--- src/rtl/rob_mc_if.sv ---
// rob_mc_if: allocate, CDB snoop and commit bundle of the reorder buffer.
// master = scheduler/CDB/commit side, slave = rob_mc.
interface rob_mc_if #(
  parameter int DEPTH     = 16,
  parameter int IDX_W     = $clog2(DEPTH),
  parameter int VAL_W     = 32,
  parameter int CDB_PORTS = 2
);
  logic                         alloc_valid;
  logic                         alloc_ready;
  logic [1:0]                   alloc_itype;
  logic [4:0]                   alloc_dest;
  logic [IDX_W-1:0]             alloc_tag;
  logic [CDB_PORTS-1:0]         cdb_valid;
  logic [CDB_PORTS*IDX_W-1:0]   cdb_tag;
  logic [CDB_PORTS*VAL_W-1:0]   cdb_value;
  logic [CDB_PORTS-1:0]         cdb_mispredict;
  logic [1:0]                   commit_valid;
  logic [1:0]                   commit_en;
  logic [1:0][1:0]              commit_itype;
  logic [1:0][4:0]              commit_dest;
  logic [1:0][VAL_W-1:0]        commit_value;
  logic [1:0]                   commit_mispredict;
  logic                         flush;
  logic [IDX_W:0]               count;
  logic                         full;
  logic                         empty;

  modport master (
    output alloc_valid, alloc_itype, alloc_dest,
    output cdb_valid, cdb_tag, cdb_value, cdb_mispredict,
    output commit_en,
    input  alloc_ready, alloc_tag,
    input  commit_valid, commit_itype, commit_dest,
    input  commit_value, commit_mispredict,
    input  flush, count, full, empty
  );

  modport slave (
    input  alloc_valid, alloc_itype, alloc_dest,
    input  cdb_valid, cdb_tag, cdb_value, cdb_mispredict,
    input  commit_en,
    output alloc_ready, alloc_tag,
    output commit_valid, commit_itype, commit_dest,
    output commit_value, commit_mispredict,
    output flush, count, full, empty
  );
endinterface

--- src/rtl/rob_mc.sv ---
// rob_mc: multi-CDB reorder buffer, one alloc/cycle, 1 or 2 commits/cycle.
// Ports: clk, reset (async high), bus (rob_mc_if.slave). Macro ROB_DUAL_COMMIT_EN.
module rob_mc #(
  parameter int DEPTH     = 16,
  parameter int IDX_W     = $clog2(DEPTH),
  parameter int VAL_W     = 32,
  parameter int CDB_PORTS = 2
) (
  input logic   clk,
  input logic   reset,
  rob_mc_if.slave bus
);

  logic [DEPTH-1:0] e_valid;
  logic [DEPTH-1:0] e_ready;
  logic [DEPTH-1:0] e_misp;
  logic [1:0]       e_itype [DEPTH];
  logic [4:0]       e_dest  [DEPTH];
  logic [VAL_W-1:0] e_value [DEPTH];

  logic [IDX_W-1:0] head;
  logic [IDX_W-1:0] tail;
  logic [IDX_W-1:0] h1;
  logic [IDX_W:0]   count;
  logic             flush_q;

  logic full_w;
  logic empty_w;
  logic cv0;
  logic cv1;
  logic c0;
  logic c1;
  logic head_bad;
  logic flush_now;
  logic fire;

  assign h1       = head + IDX_W'(1);
  assign full_w   = (count == (IDX_W+1)'(DEPTH));
  assign empty_w  = (count == '0);
  assign cv0      = !empty_w && e_ready[head];
  assign head_bad = (e_itype[head] == 2'b00) && e_misp[head];
  assign c0       = cv0 && bus.commit_en[0];
  // A mispredicted branch retiring at head wipes the whole buffer.
  assign flush_now = c0 && head_bad;
  assign bus.alloc_ready = !full_w && !flush_now;
  assign fire = bus.alloc_valid && bus.alloc_ready;

`ifdef ROB_DUAL_COMMIT_EN
  // Slot 1 never retires behind a mispredicted branch.
  assign cv1 = (count >= (IDX_W+1)'(2)) && e_ready[h1] && !head_bad;
  assign c1  = c0 && cv1 && bus.commit_en[1];
  assign bus.commit_itype[1]      = e_itype[h1];
  assign bus.commit_dest[1]       = e_dest[h1];
  assign bus.commit_value[1]      = e_value[h1];
  assign bus.commit_mispredict[1] = e_misp[h1];
`else
  logic unused_en1;
  assign unused_en1 = bus.commit_en[1];
  assign cv1 = 1'b0;
  assign c1  = 1'b0;
  assign bus.commit_itype[1]      = '0;
  assign bus.commit_dest[1]       = '0;
  assign bus.commit_value[1]      = '0;
  assign bus.commit_mispredict[1] = 1'b0;
`endif

  assign bus.commit_valid         = {cv1, cv0};
  assign bus.commit_itype[0]      = e_itype[head];
  assign bus.commit_dest[0]       = e_dest[head];
  assign bus.commit_value[0]      = e_value[head];
  assign bus.commit_mispredict[0] = e_misp[head];

  assign bus.alloc_tag = tail;
  assign bus.flush     = flush_q;
  assign bus.count     = count;
  assign bus.full      = full_w;
  assign bus.empty     = empty_w;

  always_ff @(posedge clk or posedge reset) begin
    if (reset) begin
      head    <= '0;
      tail    <= '0;
      count   <= '0;
      flush_q <= 1'b0;
      e_valid <= '0;
      e_ready <= '0;
      e_misp  <= '0;
      for (int i = 0; i < DEPTH; i++) begin
        e_itype[i] <= '0;
        e_dest[i]  <= '0;
        e_value[i] <= '0;
      end
    end else if (flush_now) begin
      head    <= '0;
      tail    <= '0;
      count   <= '0;
      flush_q <= 1'b1;
      e_valid <= '0;
      e_ready <= '0;
    end else begin
      flush_q <= 1'b0;
      // Later ports are written last, so the highest port wins a tag clash.
      for (int p = 0; p < CDB_PORTS; p++) begin
        if (bus.cdb_valid[p] &&
            e_valid[bus.cdb_tag[p*IDX_W +: IDX_W]] &&
            e_itype[bus.cdb_tag[p*IDX_W +: IDX_W]] != 2'b01) begin
          e_ready[bus.cdb_tag[p*IDX_W +: IDX_W]] <= 1'b1;
          if (e_itype[bus.cdb_tag[p*IDX_W +: IDX_W]] == 2'b00)
            e_misp[bus.cdb_tag[p*IDX_W +: IDX_W]] <= bus.cdb_mispredict[p];
          else
            e_value[bus.cdb_tag[p*IDX_W +: IDX_W]] <=
              bus.cdb_value[p*VAL_W +: VAL_W];
        end
      end
      if (c0) begin
        e_valid[head] <= 1'b0;
        e_ready[head] <= 1'b0;
      end
      if (c1) begin
        e_valid[h1] <= 1'b0;
        e_ready[h1] <= 1'b0;
      end
      // tail never aliases a retiring slot: full blocks alloc.
      if (fire) begin
        e_valid[tail] <= 1'b1;
        e_ready[tail] <= (bus.alloc_itype == 2'b01);
        e_itype[tail] <= bus.alloc_itype;
        e_dest[tail]  <= bus.alloc_dest;
        e_value[tail] <= '0;
        e_misp[tail]  <= 1'b0;
        tail          <= tail + IDX_W'(1);
      end
      head  <= head + IDX_W'(c0) + IDX_W'(c1);
      count <= count + (IDX_W+1)'(fire)
                     - (IDX_W+1)'(c0)
                     - (IDX_W+1)'(c1);
    end
  end

endmodule

--- src/flat_wrapper.sv ---
// flat-port wrapper written by rule: the top's interface ports become plain ports
module rob_mc_flat 
#(
  parameter int DEPTH     = 16,
  parameter int IDX_W     = $clog2(DEPTH),
  parameter int VAL_W     = 32,
  parameter int CDB_PORTS = 2
)
  (clk, reset, bus_alloc_valid, bus_alloc_itype, bus_alloc_dest, bus_cdb_valid, bus_cdb_tag, bus_cdb_value, bus_cdb_mispredict, bus_commit_en, bus_alloc_ready, bus_alloc_tag, bus_commit_valid, bus_commit_itype, bus_commit_dest, bus_commit_value, bus_commit_mispredict, bus_flush, bus_count, bus_full, bus_empty);
  rob_mc_if #(.DEPTH(DEPTH), .IDX_W(IDX_W), .VAL_W(VAL_W), .CDB_PORTS(CDB_PORTS)) bus_i ();
  input logic clk;
  input logic reset;
  input wire logic [$bits(bus_i.alloc_valid)-1:0] bus_alloc_valid;
  input wire logic [$bits(bus_i.alloc_itype)-1:0] bus_alloc_itype;
  input wire logic [$bits(bus_i.alloc_dest)-1:0] bus_alloc_dest;
  input wire logic [$bits(bus_i.cdb_valid)-1:0] bus_cdb_valid;
  input wire logic [$bits(bus_i.cdb_tag)-1:0] bus_cdb_tag;
  input wire logic [$bits(bus_i.cdb_value)-1:0] bus_cdb_value;
  input wire logic [$bits(bus_i.cdb_mispredict)-1:0] bus_cdb_mispredict;
  input wire logic [$bits(bus_i.commit_en)-1:0] bus_commit_en;
  output wire logic [$bits(bus_i.alloc_ready)-1:0] bus_alloc_ready;
  output wire logic [$bits(bus_i.alloc_tag)-1:0] bus_alloc_tag;
  output wire logic [$bits(bus_i.commit_valid)-1:0] bus_commit_valid;
  output wire logic [$bits(bus_i.commit_itype)-1:0] bus_commit_itype;
  output wire logic [$bits(bus_i.commit_dest)-1:0] bus_commit_dest;
  output wire logic [$bits(bus_i.commit_value)-1:0] bus_commit_value;
  output wire logic [$bits(bus_i.commit_mispredict)-1:0] bus_commit_mispredict;
  output wire logic [$bits(bus_i.flush)-1:0] bus_flush;
  output wire logic [$bits(bus_i.count)-1:0] bus_count;
  output wire logic [$bits(bus_i.full)-1:0] bus_full;
  output wire logic [$bits(bus_i.empty)-1:0] bus_empty;
  assign bus_i.alloc_valid = bus_alloc_valid;
  assign bus_i.alloc_itype = bus_alloc_itype;
  assign bus_i.alloc_dest = bus_alloc_dest;
  assign bus_i.cdb_valid = bus_cdb_valid;
  assign bus_i.cdb_tag = bus_cdb_tag;
  assign bus_i.cdb_value = bus_cdb_value;
  assign bus_i.cdb_mispredict = bus_cdb_mispredict;
  assign bus_i.commit_en = bus_commit_en;
  assign bus_alloc_ready = bus_i.alloc_ready;
  assign bus_alloc_tag = bus_i.alloc_tag;
  assign bus_commit_valid = bus_i.commit_valid;
  assign bus_commit_itype = bus_i.commit_itype;
  assign bus_commit_dest = bus_i.commit_dest;
  assign bus_commit_value = bus_i.commit_value;
  assign bus_commit_mispredict = bus_i.commit_mispredict;
  assign bus_flush = bus_i.flush;
  assign bus_count = bus_i.count;
  assign bus_full = bus_i.full;
  assign bus_empty = bus_i.empty;
  rob_mc #(.DEPTH(DEPTH), .IDX_W(IDX_W), .VAL_W(VAL_W), .CDB_PORTS(CDB_PORTS)) u_core (.clk(clk), .reset(reset), .bus(bus_i));
endmodule
--- config.mk ---
export PLATFORM = sky130hd
export DESIGN_NAME = rob_mc_flat
export DESIGN_NICKNAME = d
export VERILOG_FILES = /design/src/rtl/rob_mc_if.sv /design/src/rtl/rob_mc.sv /design/src/flat_wrapper.sv
export SDC_FILE = /design/constraint.sdc
export NUM_CORES = 2
export LEC_CHECK = 0
export BUFFER_PORTS_ARGS = -buffer_cell sky130_fd_sc_hd__buf_2
export CORE_UTILIZATION = 40
export DETAILED_ROUTE_END_ITERATION = 6
export GPL_TIMING_DRIVEN = 1
export PLACE_DENSITY = 0.55
export SLEW_MARGIN = 20
export SYNTH_ARGS = -nofsm -noshare
export SYNTH_HDL_FRONTEND = slang
export SYNTH_SLANG_ARGS = --single-unit
--- constraint.sdc ---
create_clock -name clk -period 22.1 [get_ports clk]
set_input_delay 4.42 -clock clk [delete_from_list [all_inputs] [get_ports clk]]
set_output_delay 4.42 -clock clk [all_outputs]
set_load 0.03 [all_outputs]
Word level (Yosys, flattened, before mapping)
Cells that the tools add are included.

Input port bits: 88. Word-level logic and storage cells: 198. Bits in registers: 686.

Bitwise operators: 15. Add/sub/neg operators: 4. Eq/ne operators: 4. Muxes and demuxes: 79. $lt $le $gt $ge: 15. Reductions and logical operators: 26.

Operators with widths (count): 2-to-1 mux 512 bit (7); bitwise mux 512 bit (2); bitwise AND 512 bit (1); NOT 512 bit (1); demux 32 bit (select 4 bit) (3); 2-to-1 mux 16 bit (19); 2-to-1 mux 32 bit (5); binary-select mux 32 bit (select 4 bit) (1); bitwise mux 80 bit (1); bitwise AND 16 bit (3); bitwise mux 16 bit (3); bitwise OR 16 bit (3); bitwise mux 32 bit (1); NOT 16 bit (2); binary-select mux 2 bit (select 4 bit) (3); binary-select mux 5 bit (select 4 bit) (1); demux 5 bit (select 4 bit) (1); greater-or-equal comparator 5 bit, second input constant (4); less-than comparator 4 x 5 -> 1 bit, second input constant (4); 2-to-1 mux 5 bit (4); NOT 4 -> 5 bit (4); logical AND 1 bit (17); binary-select mux 1 bit (select 4 bit) (4); demux 1 bit (select 4 bit) (4); other kinds (19) (45).

Longest topological paths before layout
Depth after elaboration: 17. Mapped depth: 20. Gate-level depth less buffers: 16.

Worst setup path after synthesis
No wires, ideal clock.

Path type: input-to-output. Start: input port bus_commit_en[0]. End: output port bus_alloc_ready. Arrival time: 5.971 ns. Setup slack: 11.709 ns. Data required time: 17.680 ns. Stages on the path: 10. Cells stage by stage: nand3b_1 o22ai_2 nand4bb_1 buf_4 inv_6 buf_6 buf_6 buf_4 buf_2 nor2_1.

Longest elaborated chain between the ends: 4.

RTL lines: from (decl) (line flat_wrapper.sv:20) `input wire logic [$bits(bus_i.commit_en)-1:0] bus_commit_en;`; logical AND 1 bit (line rob_mc.sv:42) `assign c0 = cv0 && bus.commit_en[0];`; logical AND 1 bit (line rob_mc.sv:44) `assign flush_now = c0 && head_bad;`; named net u_core.flush_now (line rob_mc.sv:34) `logic flush_now;`; zero test 1 bit (line rob_mc.sv:45) `assign bus.alloc_ready = !full_w && !flush_now;`; logical AND 1 bit (line rob_mc.sv:45); to (decl) (line flat_wrapper.sv:21) `output wire logic [$bits(bus_i.alloc_ready)-1:0] bus_alloc_ready;`.

The timed path passes the listed nets, and every way through them passes these cells.

Worst setup path after layout
Start: input port bus_commit_en[0]. End: output port bus_alloc_ready.

Longest elaborated chain between the ends: 4.

RTL lines (line): logical AND 1 bit (rob_mc.sv:42); logical AND 1 bit (rob_mc.sv:44); zero test 1 bit (rob_mc.sv:45); logical AND 1 bit (rob_mc.sv:45).

Every way passes these cells.

==> flow_metrics.env <==
export IMPL_drtAntennaViolNets=0
export IMPL_whs_ns=0.491
export IMPL_area_growth_pct=10.1
export IMPL_ys_warn_count=0
export IMPL_track_usage_pct=29.8
export IMPL_critPathBufInv=3
export IMPL_drt_iter0_drc=4330
export IMPL_clock_latency_ns=0.68
export IMPL_start_util_pct=40.6
export IMPL_grt_pass1_vias=31900
export IMPL_clkTransAtPathRegs_ns=0.06
export IMPL_cts_resized=0
export IMPL_synth_enable_flop_cells=0
export IMPL_cp_max_fo=86
export IMPL_switching_share_pct=37.4
export IMPL_final_common_cell="dfrtp_1"
export IMPL_critPathArrivalTime_ns=6.02
export IMPL_final_cell_mix="dfrtp_1, nand2_1, o21ai_0, a221o_1, mux4_2"
export IMPL_crit_slowest_cell="o22ai_2"
export IMPL_switching_power_mw=2.26
export IMPL_tns_ns=0
export IMPL_hold_viol=0
export IMPL_path_cells="buf_2, nand3b_1, o22ai_2, nand4bb_4, clkinv_8, nor2_1, buf_2"
export IMPL_postLayoutCoreUtil_pct=44.7
export IMPL_finalSetupViolations=0
export IMPL_clock_path_buffers=3
export IMPL_pre_cts_ws_ns=11.69
export IMPL_slew_headroom_pct=20.0
export IMPL_synth_seq_cells=686
export IMPL_layout_drive_gt1_share_pct=20.9
export IMPL_dieHeight_um=318
export IMPL_worstSetupPathType="input pin to primary output"
export IMPL_core_area_sq_um=98700
export IMPL_r2r_setup_slack_ns=15.62
export IMPL_cts_htree_levels=3
export IMPL_path_delay_family="buffers and inverters"
export IMPL_final_cells=4968
export IMPL_ys_types=83
export IMPL_intPower_mw=3.79
export IMPL_irDropWorstVdd_mv=0.0939
export IMPL_gr_total_overflow=0
export IMPL_cts_tree="yes"
export IMPL_antenna_found_initial=12
export IMPL_vias_per_cell=6.75
export IMPL_totalPowerFinal_mw=6.05
export IMPL_status="completed"
export IMPL_die_w_um=318
export IMPL_final_setup_worst_slack_ns=11.66
export IMPL_vias=33500
export IMPL_root_buffer="clkbuf_16"
export IMPL_crit_path_max_incr_delay_ns=0.50
export IMPL_power_density_nw_per_um2=137
export IMPL_period_share_pct=47.2
export IMPL_drt_total_wl_um=153000
export IMPL_leakage_nw=18.5
export IMPL_post_dp_cell_area_sq_um=41200
export IMPL_power_share_combinational_pct=39.9
export IMPL_ys_flop_type="dfrtp_1"
export IMPL_syn_area_per_cell_sq_um=10.7
export IMPL_worst_slew_pin_slew_ns=1.20
export IMPL_worstPathRequired_ns=17.68
export IMPL_synth_cells=3752
export IMPL_cts_buffers=83
export IMPL_final_cell_area_sq_um=44100
export IMPL_first_pass_iters=6
export IMPL_fin_nets=3712
export IMPL_crit_path_frequent_cell="buf_2"
export IMPL_clkPwrFrac_pct=24.0
export IMPL_end_kind="primary output"
export IMPL_placementRows=115
export IMPL_io_pins=183
export IMPL_wire_per_inst_um=30.7
export IMPL_finalCriticalPeriod_ns=10.44
export IMPL_max_freq_mhz=95.8
export IMPL_io_buffers=140
export IMPL_postCtsHoldBufs=0
export IMPL_clkSinkCount=686
export IMPL_place_gp_congestion=0.919
export IMPL_async_flop_share_pct=100
export IMPL_grt_max_degree=168
export IMPL_min_path_type="flip-flop to flip-flop"
export IMPL_post_dp_hpwl_um=80500
export IMPL_yosysSeqAreaShare_pct=42.9
export IMPL_drc=0
export IMPL_syn_cell_area_sq_um=40000
export IMPL_grt_pass1_wl_um=226000
export IMPL_cts_setup_buffers=0
export IMPL_cp_start_kind="input pin"
export IMPL_slew_viol_final=0
export IMPL_die_area_sq_um=101000
export IMPL_finalClockSkew_ns=0.0261
export IMPL_dpl_cell_count=4812
export IMPL_p_seq_share_pct=36.1
export IMPL_cap_violations=0
export IMPL_rsz0062_at_grt="no"
[cells in the mapped netlist (7+ instances only)]
cell       instances  area share [%]
a22o_1            44            0.96
o21ai_0          315             3.9
and3_1           201             3.1
nor3_1            25            0.31
a22oi_1           71             1.3
o211ai_1         101             1.9
and2_0            32            0.50
ha_1              12            0.38
buf_4             59             1.1
a221o_1          224             5.6
o32ai_1            9            0.20
nor2_2            16            0.25
inv_1             51            0.48
and2_1            73             1.1
buf_2             90             1.1
a21oi_1           88             1.1
mux2i_1           90             2.3
nand3_1           37            0.46
o21ai_1           38            0.48
a32oi_1           32            0.70
dfrtp_1          686              43
clkbuf_1         287             2.7
mux4_2           215              12
nand2b_1          13            0.20
o22ai_1           67             1.0
a211oi_1          41            0.77
or3_1             15            0.23
o221ai_1           7            0.15
nor2_1            72            0.68
buf_6             19            0.53
o311a_1           12            0.30
nand4_1           10            0.16
o31ai_1           22            0.41
nand2_1          365             3.4
buf_1             30            0.28
nor2b_1           45            0.70
mux2_2           114             3.2
o2bb2ai_1         32            0.70
[worst reg2reg max path: cells and delay by family (launching register included)]
kind	cells	cell delay, ns
buffers and inverters	5	3.22
and+or+nand+nor	3	0.60
DFF	1	0.96
AOI/OAI and AO/OA	2	0.75
muxes	2	0.83
[layer usage]
metal,vias up,global-route usage (%),share of wire (%)
met2,1914,44.2,44
met5,-,0,0.043
met4,10,10.5,3.5
met3,342,7.01,10
li1,13900,-,-
met1,17400,42.4,42
[power by group through the flow]
stage	registers, mW	clock network, mW	logic [mW]
finish	2.18	1.45	2.42
global route	2.25	1.52	2.58
CTS	2.17	1.47	2.41
detailed placement	2.18	0	2.41
global placement	2.17	0	2.37
floorplan	2.05	0	1.84
[cell families after synthesis]
group,Yosys count,synth area share (%)
flops,686,42.9
simple gates,940,12.1
fa+ha+maj,13,0.425
xor+xnor,8,0.175
buf+inv,538,6.29
mux,420,17.6
compound gates,1146,20.6
other cells,1,0.00937
[registers in the layout, indices dropped and copies added, names as in the netlist]
signal                count
u_core.bus.alloc_tag      4
u_core.e_valid           16
u_core.e_dest            80
u_core.e_ready           16
u_core.e_misp            16
u_core.e_itype           32
u_core.bus.flush          1
u_core.e_value          512
u_core.head               4
u_core.bus.count          5
[path summary, 6_finish.rpt]
path	start	end	depth (start not counted)
max	bus_commit_en[0]	bus_alloc_ready	7
min	u_core.e_value[47]	u_core.e_value[47]	1
max reg2reg	u_core.head[0]	u_core.e_value[262]	12
min reg2reg	u_core.e_value[47]	u_core.e_value[47]	1
max in group asynchronous	reset	u_core.e_value[84]	5
min in group asynchronous	reset	u_core.head[1]	2
[cell type report]
type | instances | area [sq um]
fill | 9163 | 54600
clock inverter | 28 | 469
sequential | 686 | 17200
tap | 1287 | 1610
multi-input combinational | 2568 | 20800
inverter | 52 | 211
timing repair buffer | 220 | 1360
antenna | 7 | 17.5
clock buffer | 120 | 2390
Power figures use the tool's default switching activity.
